### config.mk
export PLATFORM = sky130hd
export DESIGN_NAME = rs_alu_alloc
export DESIGN_NICKNAME = d
export VERILOG_FILES = /design/src/rtl/rs_alu_alloc.sv
export SDC_FILE = /design/constraint.sdc
export NUM_CORES = 1
export LEC_CHECK = 0
export ABC_AREA = 1
export CORE_MARGIN = 1
export CORE_UTILIZATION = 43
export DETAILED_ROUTE_END_ITERATION = 12
export PLACE_DENSITY = 0.76
export SYNTH_ARGS = -nofsm -noshare
export SYNTH_HDL_FRONTEND = slang
export SYNTH_SLANG_ARGS = --single-unit
### constraint.sdc
create_clock -name clk -period 11.4 [get_ports clk]
set_clock_uncertainty 0.05 [all_clocks]
set_input_delay 1.71 -clock clk [delete_from_list [all_inputs] [get_ports clk]]
set_output_delay 1.71 -clock clk [all_outputs]
set_load 0.02 [all_outputs]
### src/rtl/rs_alu_alloc.sv
// Entry allocator for the 16-entry ALU reservation station: grants up to two
// free entries per cycle and tracks per-entry busy state and speculation tags.
module rs_alu_alloc #(
  parameter int ENT_NUM     = 16,
  parameter int ENT_SEL     = 4,
  parameter int SPECTAG_LEN = 5
) (
  input  logic                   clk,
  input  logic                   rst,
  input  logic [1:0]             req_num,
  input  logic [SPECTAG_LEN-1:0] wspectag1,
  input  logic [SPECTAG_LEN-1:0] wspectag2,
  input  logic                   issue_valid,
  input  logic [ENT_SEL-1:0]     issue_addr,
  input  logic                   prmiss,
  input  logic                   prsuccess,
  input  logic [SPECTAG_LEN-1:0] prtag,
  input  logic [SPECTAG_LEN-1:0] specfixtag,
  output logic [ENT_SEL-1:0]     waddr1,
  output logic [ENT_SEL-1:0]     waddr2,
  output logic                   we1,
  output logic                   we2,
  output logic                   alloc_stall,
  output logic [ENT_NUM-1:0]     busy_vec,
  output logic [ENT_SEL:0]       free_cnt
);

  logic [ENT_NUM-1:0]     busy;
  logic [ENT_NUM-1:0]     busy_nxt;
  logic [SPECTAG_LEN-1:0] spectag_m [ENT_NUM];
  logic [SPECTAG_LEN-1:0] tag_nxt   [ENT_NUM];
  logic [ENT_SEL-1:0]     addr1, addr2;
  logic                   found1, found2;
  logic [ENT_SEL:0]       cnt;
  logic [1:0]             eff_req;
  logic                   stall;
  logic [SPECTAG_LEN-1:0] clr_mask;

  // Free-entry scan: the two lowest-index free entries plus the free count.
  always_comb begin
    addr1  = '0;
    addr2  = '0;
    found1 = 1'b0;
    found2 = 1'b0;
    cnt    = '0;
    for (int unsigned i = 0; i < ENT_NUM; i++) begin
      if (!busy[i]) begin
        cnt = cnt + 1'b1;
        if (!found1) begin
          addr1  = ENT_SEL'(i);
          found1 = 1'b1;
        end else if (!found2) begin
          addr2  = ENT_SEL'(i);
          found2 = 1'b1;
        end
      end
    end
  end

  assign eff_req  = (req_num == 2'd3) ? 2'd0 : req_num;
  assign stall    = ({{(ENT_SEL-1){1'b0}}, eff_req} > cnt) | prmiss;
  assign busy_vec = busy;
  assign free_cnt = cnt;

  // Gated by rst so every output shows its reset value while rst is high.
  assign alloc_stall = stall & ~rst;
  assign we1         = ~rst & ~stall & (eff_req != 2'd0);
  assign we2         = ~rst & ~stall & (eff_req == 2'd2);
  assign waddr1      = rst ? '0 : addr1;
  assign waddr2      = rst ? '0 : addr2;

  // prmiss takes priority: a confirmed branch clears nothing in that cycle.
  assign clr_mask = (prsuccess & ~prmiss) ? prtag : '0;

  always_comb begin
    busy_nxt = '0;
    for (int unsigned i = 0; i < ENT_NUM; i++) begin
      logic iss, kill, a1, a2;
      iss  = issue_valid & (issue_addr == ENT_SEL'(i)) & busy[i];
      kill = prmiss & (|(spectag_m[i] & specfixtag));
      a1   = we1 & (waddr1 == ENT_SEL'(i));
      a2   = we2 & (waddr2 == ENT_SEL'(i));
      busy_nxt[i] = (busy[i] & ~iss & ~kill) | a1 | a2;
      if (a1)
        tag_nxt[i] = wspectag1 & ~clr_mask;
      else if (a2)
        tag_nxt[i] = wspectag2 & ~clr_mask;
      else
        tag_nxt[i] = spectag_m[i] & ~clr_mask;
    end
  end

  always_ff @(posedge clk or posedge rst) begin
    if (rst) begin
      busy <= '0;
      for (int unsigned i = 0; i < ENT_NUM; i++)
        spectag_m[i] <= '0;
    end else begin
      busy <= busy_nxt;
      for (int unsigned i = 0; i < ENT_NUM; i++)
        spectag_m[i] <= tag_nxt[i];
    end
  end

endmodule

==> results.ini, run 1 <==
[global_route]
grt_pass1_wl_mm = 46.5
grt_max_degree = 81
grt_usage_pct = 28.8
grt_pass1_vias = 9155
grt-ovfl-total = 0
antenna_found_initial = 0

[routing]
wl_mm = 29.9
drtAntennaViolNets = 0
vias_per_cell = 5.57
route.detailed.wl_per_inst_um = 16.6
drt_iter0_drc = 1115
vias = 10000
drc = 0
drt_first_pass_iters = 6

[timing]
slew_violations = 0
finalHoldViolCount = 0
final.min_clock_period_ns = 10.94
max_freq_mhz = 91.4
layout_setup_ws_ns = 0.461
slew_headroom_pct = 31.4
post-route-period-util_pct = 96.0
tightest_slew_ns = 1.03
grt_setup_unrepaired = false
finalSetupViolations = 0

[logic_synthesis]
syn_inst = 1475
yosysWarningCount = 0
synth_area_per_cell_um2 = 5.95
muxShareOfSynthArea_pct = 0
synthXorXnorAreaFrac_pct = 0
synth_compound_gate_area_share_pct = 11.5
synthDistinctLibCells = 40
seq_area_frac_synth_pct = 27.4
synthFlopType = dfrtp_1
syn_nets = 1529
synth_edf_count = 0
synth-seq-cells = 96
yosys.area_share.simple_pct = 47.6
synth_area_um2 = 8770
async_flop_share_pct = 100
synth_adder_area_share_pct = 3.28
synth_top_family_by_area = simple AND/OR/NAND/NOR gates

[cells_and_area]
drive_gt1_share_pct = 9.77
num-nets-final = 1585
seqCellArea_um2 = 2400
nFillCells = 1995
n_antenna_cell = 0
fin_area_um2 = 10300
syn2layout_area_growth_pct = 16.9
utilization_pct = 52.0
multi_input_area_um2 = 5630
layout.cells.non_filler = 1800

[critical_path]
slowest_delay_ns = 0.38
critPathSlowestCell = dfrtp_1
worst_ep_arrival_time_ns = 9.18
cp_max_fo = 3
cp-start-kind = register
critPathCaptureType = primary output
path_class = reg2out
required_ns = 9.64
path_common_cell = nand2_2

[die]
die_area_um2 = 21000
initial_core_util_pct = 44.5
rows = 51
pin_count = 63
coreArea_um2 = 19700
die_h_um = 145
die_x_um = 145

[placement]
io_buffers = 62
gp_congestion = 0.916
dp_hpwl_mm = 19.7
dp_slack_ns = -0.279
placed_cells = 1779
post_dp_cell_area_um2 = 9740

[clocking]
postCtsHoldBufs = 0
cts_max_level = 3
cts_buffers = 9
clkTransAtPathRegs_ns = 0.07
clkLatencyLatePin_ns = 0.35
cts_max_path_buffers = 2
cts.sinks = 96
cts_tree = built
root_buffer = clkbuf_16

[worst_hold_path]
hold_path_class = reg2reg

[outcome]
run_status = completed

[flow_run]
max_cap_violations = 0

cells in the final DEF, fill, tap and decap left out, types with 4 or more instances in the layout:
cell	count
nand2_2	27
clkdlybuf4s50_1	59
or2_2	4
o21ai_1	17
nand3_2	14
nor3_1	7
nand3_1	259
o211ai_1	30
nand3_4	4
inv_1	150
a21oi_1	12
ha_1	17
inv_2	20
nor2_4	5
buf_4	35
dfrtp_1	96
ha_4	6
nor2_1	86
nand2_1	524
o21ai_0	102
nand4_1	5
clkbuf_16	9
state kept, by name (all words and copies together), names as in the netlist:
| register | flops |
|---|---|
| spectag_m | 80 |
| busy_vec | 16 |
per-stage QoR:
step | hold slack (ns) | setup TNS (ns)
after floorplan | 0.510 | 0
after detailed placement | 0.528 | -0.744
after global routing | 0.592 | 0
after CTS | 0.546 | 0
final | 0.548 | 0
after global placement | 0.527 | 0
layer usage:
layer  global-route usage (%)  up-vias  share of wire [%]
met5                        0        -                  0
met2                     48.6      486                 48
met4                     12.9        0                3.8
li1                         -     4893                  -
met1                     36.1     4550                 40
met3                     4.84       91                8.4
critical path: cells and delay by family, from the launching register on:
kind | cells | cell delay (ns)
fa+ha+maj | 16 | 4.21
flops | 1 | 0.38
compound gates | 5 | 0.42
buf+inv | 7 | 0.47
simple gates | 28 | 3.31
area by class of cell:
type	count	area share (%)
multi-input combinational	1150	54.9
sequential	96	23.4
timing repair buffer	98	8.79
inverter	176	6.49
tap	265	3.23
clock buffer	12	2.50
clock inverter	3	0.635
cells in the mapped netlist (3+ instances only):
cell / count / share of area, %
a21oi_1: 13 / 0.74
a31oi_1: 3 / 0.21
buf_2: 12 / 0.68
clkbuf_1: 38 / 1.6
clkinv_1: 4 / 0.17
dfrtp_1: 96 / 27
ha_1: 23 / 3.3
inv_1: 152 / 6.5
inv_2: 18 / 0.77
nand2_1: 537 / 23
nand2_2: 15 / 1.1
nand3_1: 259 / 15
nand3_2: 14 / 1.6
nand3_4: 4 / 0.80
nand3b_1: 3 / 0.26
nand4_1: 5 / 0.36
nor2_1: 87 / 3.7
nor2_2: 3 / 0.21
nor2_4: 4 / 0.51
nor3_1: 7 / 0.40
o211ai_1: 30 / 2.6
o21ai_0: 104 / 5.9
o21ai_1: 18 / 1.0
o22ai_1: 3 / 0.21
or2_2: 7 / 0.50
kinds of logic (layout without fill, tap and decap cells):
| logic type | count (synthesis) | after routing |
|---|---|---|
| flops | 96 | 96 |
| buf+inv | 229 | 289 |
| compound gates | 179 | 179 |
| fa+ha+maj | 23 | 23 |
| simple gates | 948 | 948 |
worst paths after layout:
path / startpoint / to / slack, ns / cells past startpoint
hold / removal: spectag_m[50] / spectag_m[50] / 0.55 / 4
setup reg to reg: busy_vec[0] / spectag_m[43] / 1.35 / 59
setup / recovery: busy_vec[0] / we2 / 0.46 / 56
min in group asynchronous: rst / busy_vec[14] / 1.90 / 2
max in group asynchronous: rst / spectag_m[63] / 8.19 / 3
hold reg to reg: spectag_m[50] / spectag_m[50] / 0.55 / 4
timing repair:
item                                    in CTS  in global routing
buffers inserted                             0                  6
endpoints found under the setup margin       3                  5
gates resized for setup                     22                 27
gates cloned                                 0                  0
pin swaps                                    3                 14
Power of run 1 is left out: the tool's default activity adds up to more than one toggle a clock period on the data nets, which glitch-free logic cannot reach.
==> run 2: changes to the inputs <==
--- a/config.mk
+++ b/config.mk
@@ -6,10 +6,12 @@
 export NUM_CORES = 1
 export LEC_CHECK = 0
 export ABC_AREA = 1
+export CELL_PAD_IN_SITES_DETAIL_PLACEMENT = 0
+export CELL_PAD_IN_SITES_GLOBAL_PLACEMENT = 2
 export CORE_MARGIN = 1
-export CORE_UTILIZATION = 43
+export CORE_UTILIZATION = 29
 export DETAILED_ROUTE_END_ITERATION = 12
-export PLACE_DENSITY = 0.76
+export PLACE_DENSITY = 0.9
 export SYNTH_ARGS = -nofsm -noshare
 export SYNTH_HDL_FRONTEND = slang
 export SYNTH_SLANG_ARGS = --single-unit
==> results.ini, run 2 (same netlist as run 1, synthesis figures left out) <==
[outcome]
run_status = completed  ; unchanged

[global_route]
antenna_found_initial = 0  ; unchanged
grt_pass1_vias = 9378  ; was 9155
grt_max_degree = 97  ; was 81
grt_usage_pct = 21.4  ; was 28.8%
grt-ovfl-total = 0  ; unchanged
grt_pass1_wl_mm = 51.6  ; was 46.5 mm

[cells_and_area]
largest-register = spectag_m  ; unchanged
syn2layout_area_growth_pct = 19.2  ; was 16.9%
drive_gt1_share_pct = 10.3  ; was 9.77%
nFillCells = 3265  ; was 1995
num-nets-final = 1597  ; was 1585
final_common_cell = nand2_1  ; unchanged
largest_reg_flops = 80  ; unchanged
utilization_pct = 35.2  ; was 52.0%
n_antenna_cell = 0  ; unchanged
final_cell_mix = nand2_1, nand3_1, inv_1  ; unchanged

[timing]
finalSetupViolations = 0  ; unchanged
max_freq_mhz = 92.1  ; was 91.4 MHz
slew_violations = 0  ; unchanged
tightest_slew_ns = 0.999  ; was 1.03 ns
tns_ns = 0  ; unchanged
slew_headroom_pct = 33.2  ; was 31.4%
post-route-period-util_pct = 95.2  ; was 96.0%
final.min_clock_period_ns = 10.86  ; was 10.94 ns
hold_slack_ns = 0.545  ; was 0.548 ns
grt_setup_unrepaired = false  ; unchanged
finalHoldViolCount = 0  ; unchanged

[die]
die_h_um = 176  ; was 145 µm
initial_core_util_pct = 29.5  ; was 44.5%
coreArea_um2 = 29700  ; was 19700 µm²
pin_count = 63  ; unchanged
die_x_um = 176  ; was 145 µm
die_area_um2 = 31000  ; was 21000 µm²
rows = 63  ; was 51

[clocking]
cts_buffers = 9  ; unchanged
clkTransAtPathRegs_ns = 0.07  ; about the same
clkLatencyLatePin_ns = 0.34  ; was 0.35 ns
cts_max_path_buffers = 2  ; unchanged
root_buffer = clkbuf_16  ; unchanged
cts_max_level = 3  ; unchanged
cts_tree = built  ; unchanged
cts.sinks = 96  ; unchanged
postCtsHoldBufs = 0  ; unchanged

[routing]
vias = 9838  ; was 10000
drt_first_pass_iters = 5  ; was 6
drc = 0  ; unchanged
drtAntennaViolNets = 0  ; unchanged
wl_mm = 32.7  ; was 29.9 mm
drt_iter0_drc = 713  ; was 1115
route.detailed.wl_per_inst_um = 16.9  ; was 16.6 µm
vias_per_cell = 5.08  ; was 5.57

[critical_path]
path_class = reg2out  ; unchanged
cp_max_fo = 2  ; was 3
r2r-start = busy_vec[1]  ; was busy_vec[0]
slowest_delay_ns = 0.39  ; was 0.38 ns
cp_top_family = adder cells  ; unchanged
cp-start-kind = register  ; unchanged
cp_num_buf_inv = 7  ; unchanged
critPathSlowestCell = dfrtp_1  ; unchanged
required_ns = 9.64  ; about the same
crit_start = busy_vec[1]  ; was busy_vec[0]
critPathCaptureType = primary output  ; unchanged
path_common_cell = ha_1  ; was nand2_2
worst_ep_arrival_time_ns = 9.10  ; was 9.18 ns

[flow_run]
max_cap_violations = 0  ; unchanged

[placement]
io_buffers = 62  ; unchanged
gp_congestion = 0.849  ; was 0.916
dp_hpwl_mm = 21.9  ; was 19.7 mm

[worst_hold_path]
hold_path_class = reg2reg  ; unchanged
min_from = spectag_m[32]  ; was spectag_m[50]

-- run 2: cell types whose count changed in the layout (fill, tap and decap cells not counted), moves of 2 or more --
cell,previous run,this run
buf_4,35,49
ha_1,17,19
ha_4,6,4
inv_1,150,148
inv_2,20,22
nand2_1,524,527
nand2_2,27,25
-- run 2: final cells by class --
cell class,instances,area (µm²),area share (%)
inverters,176,666,6.37
repair buffers,110,975,9.32
multi-input cells,1150,5580,53.4
clock inverters,5,104,0.993
well taps,390,488,4.67
flip-flops and latches,96,2400,23.0
clock buffers,11,243,2.32
-- run 2: worst paths after layout --
path / to / slack [ns] / cells past startpoint
worst max-delay path: we2 / 0.54 / 56
worst min-delay path: spectag_m[32] / 0.54 / 4
worst max register to register: spectag_m[41] / 1.28 / 60
worst min register to register: spectag_m[32] / 0.54 / 4
max in group asynchronous: spectag_m[51] / 8.09 / 3
min in group asynchronous: spectag_m[9] / 1.92 / 2
-- run 2: routing by layer --
metal  GRT usage (%)  share of wire, %
met3            2.93               6.3
met5               0                 0
met1            28.0                44
met2            36.3                47
met4            6.74               2.7
-- run 2: per-stage QoR --
stage	cell area (µm²)	instances	setup slack, ns
6_report	10500	1938	0.542
3_5_place_dp	9990	1918	-0.213
2_1_floorplan	8770	1475	0.129
3_3_place_gp	9990	1918	-0.0841
4_1_cts	10400	1934	0.00495
5_1_grt	10500	1938	0.0198
-- run 2: timing repair --
item | in CTS | in global routing
endpoints found under the setup margin | 3 | 5
pin swaps | 2 | 10
gates resized for setup | 19 | 22
buffers inserted | 0 | 4
-- run 2: worst reg2reg max path, delay by kind of cell, from the launching register on --
kind / cells / cell delay, ns
AND/OR/NAND/NOR: 31 / 3.70
buffers and inverters: 8 / 1.29
adder cells (fa/ha/maj): 16 / 4.17
flip-flops: 1 / 0.39
AO/OA/AOI/OAI: 5 / 0.39
Power of run 2 is left out for the same reason.
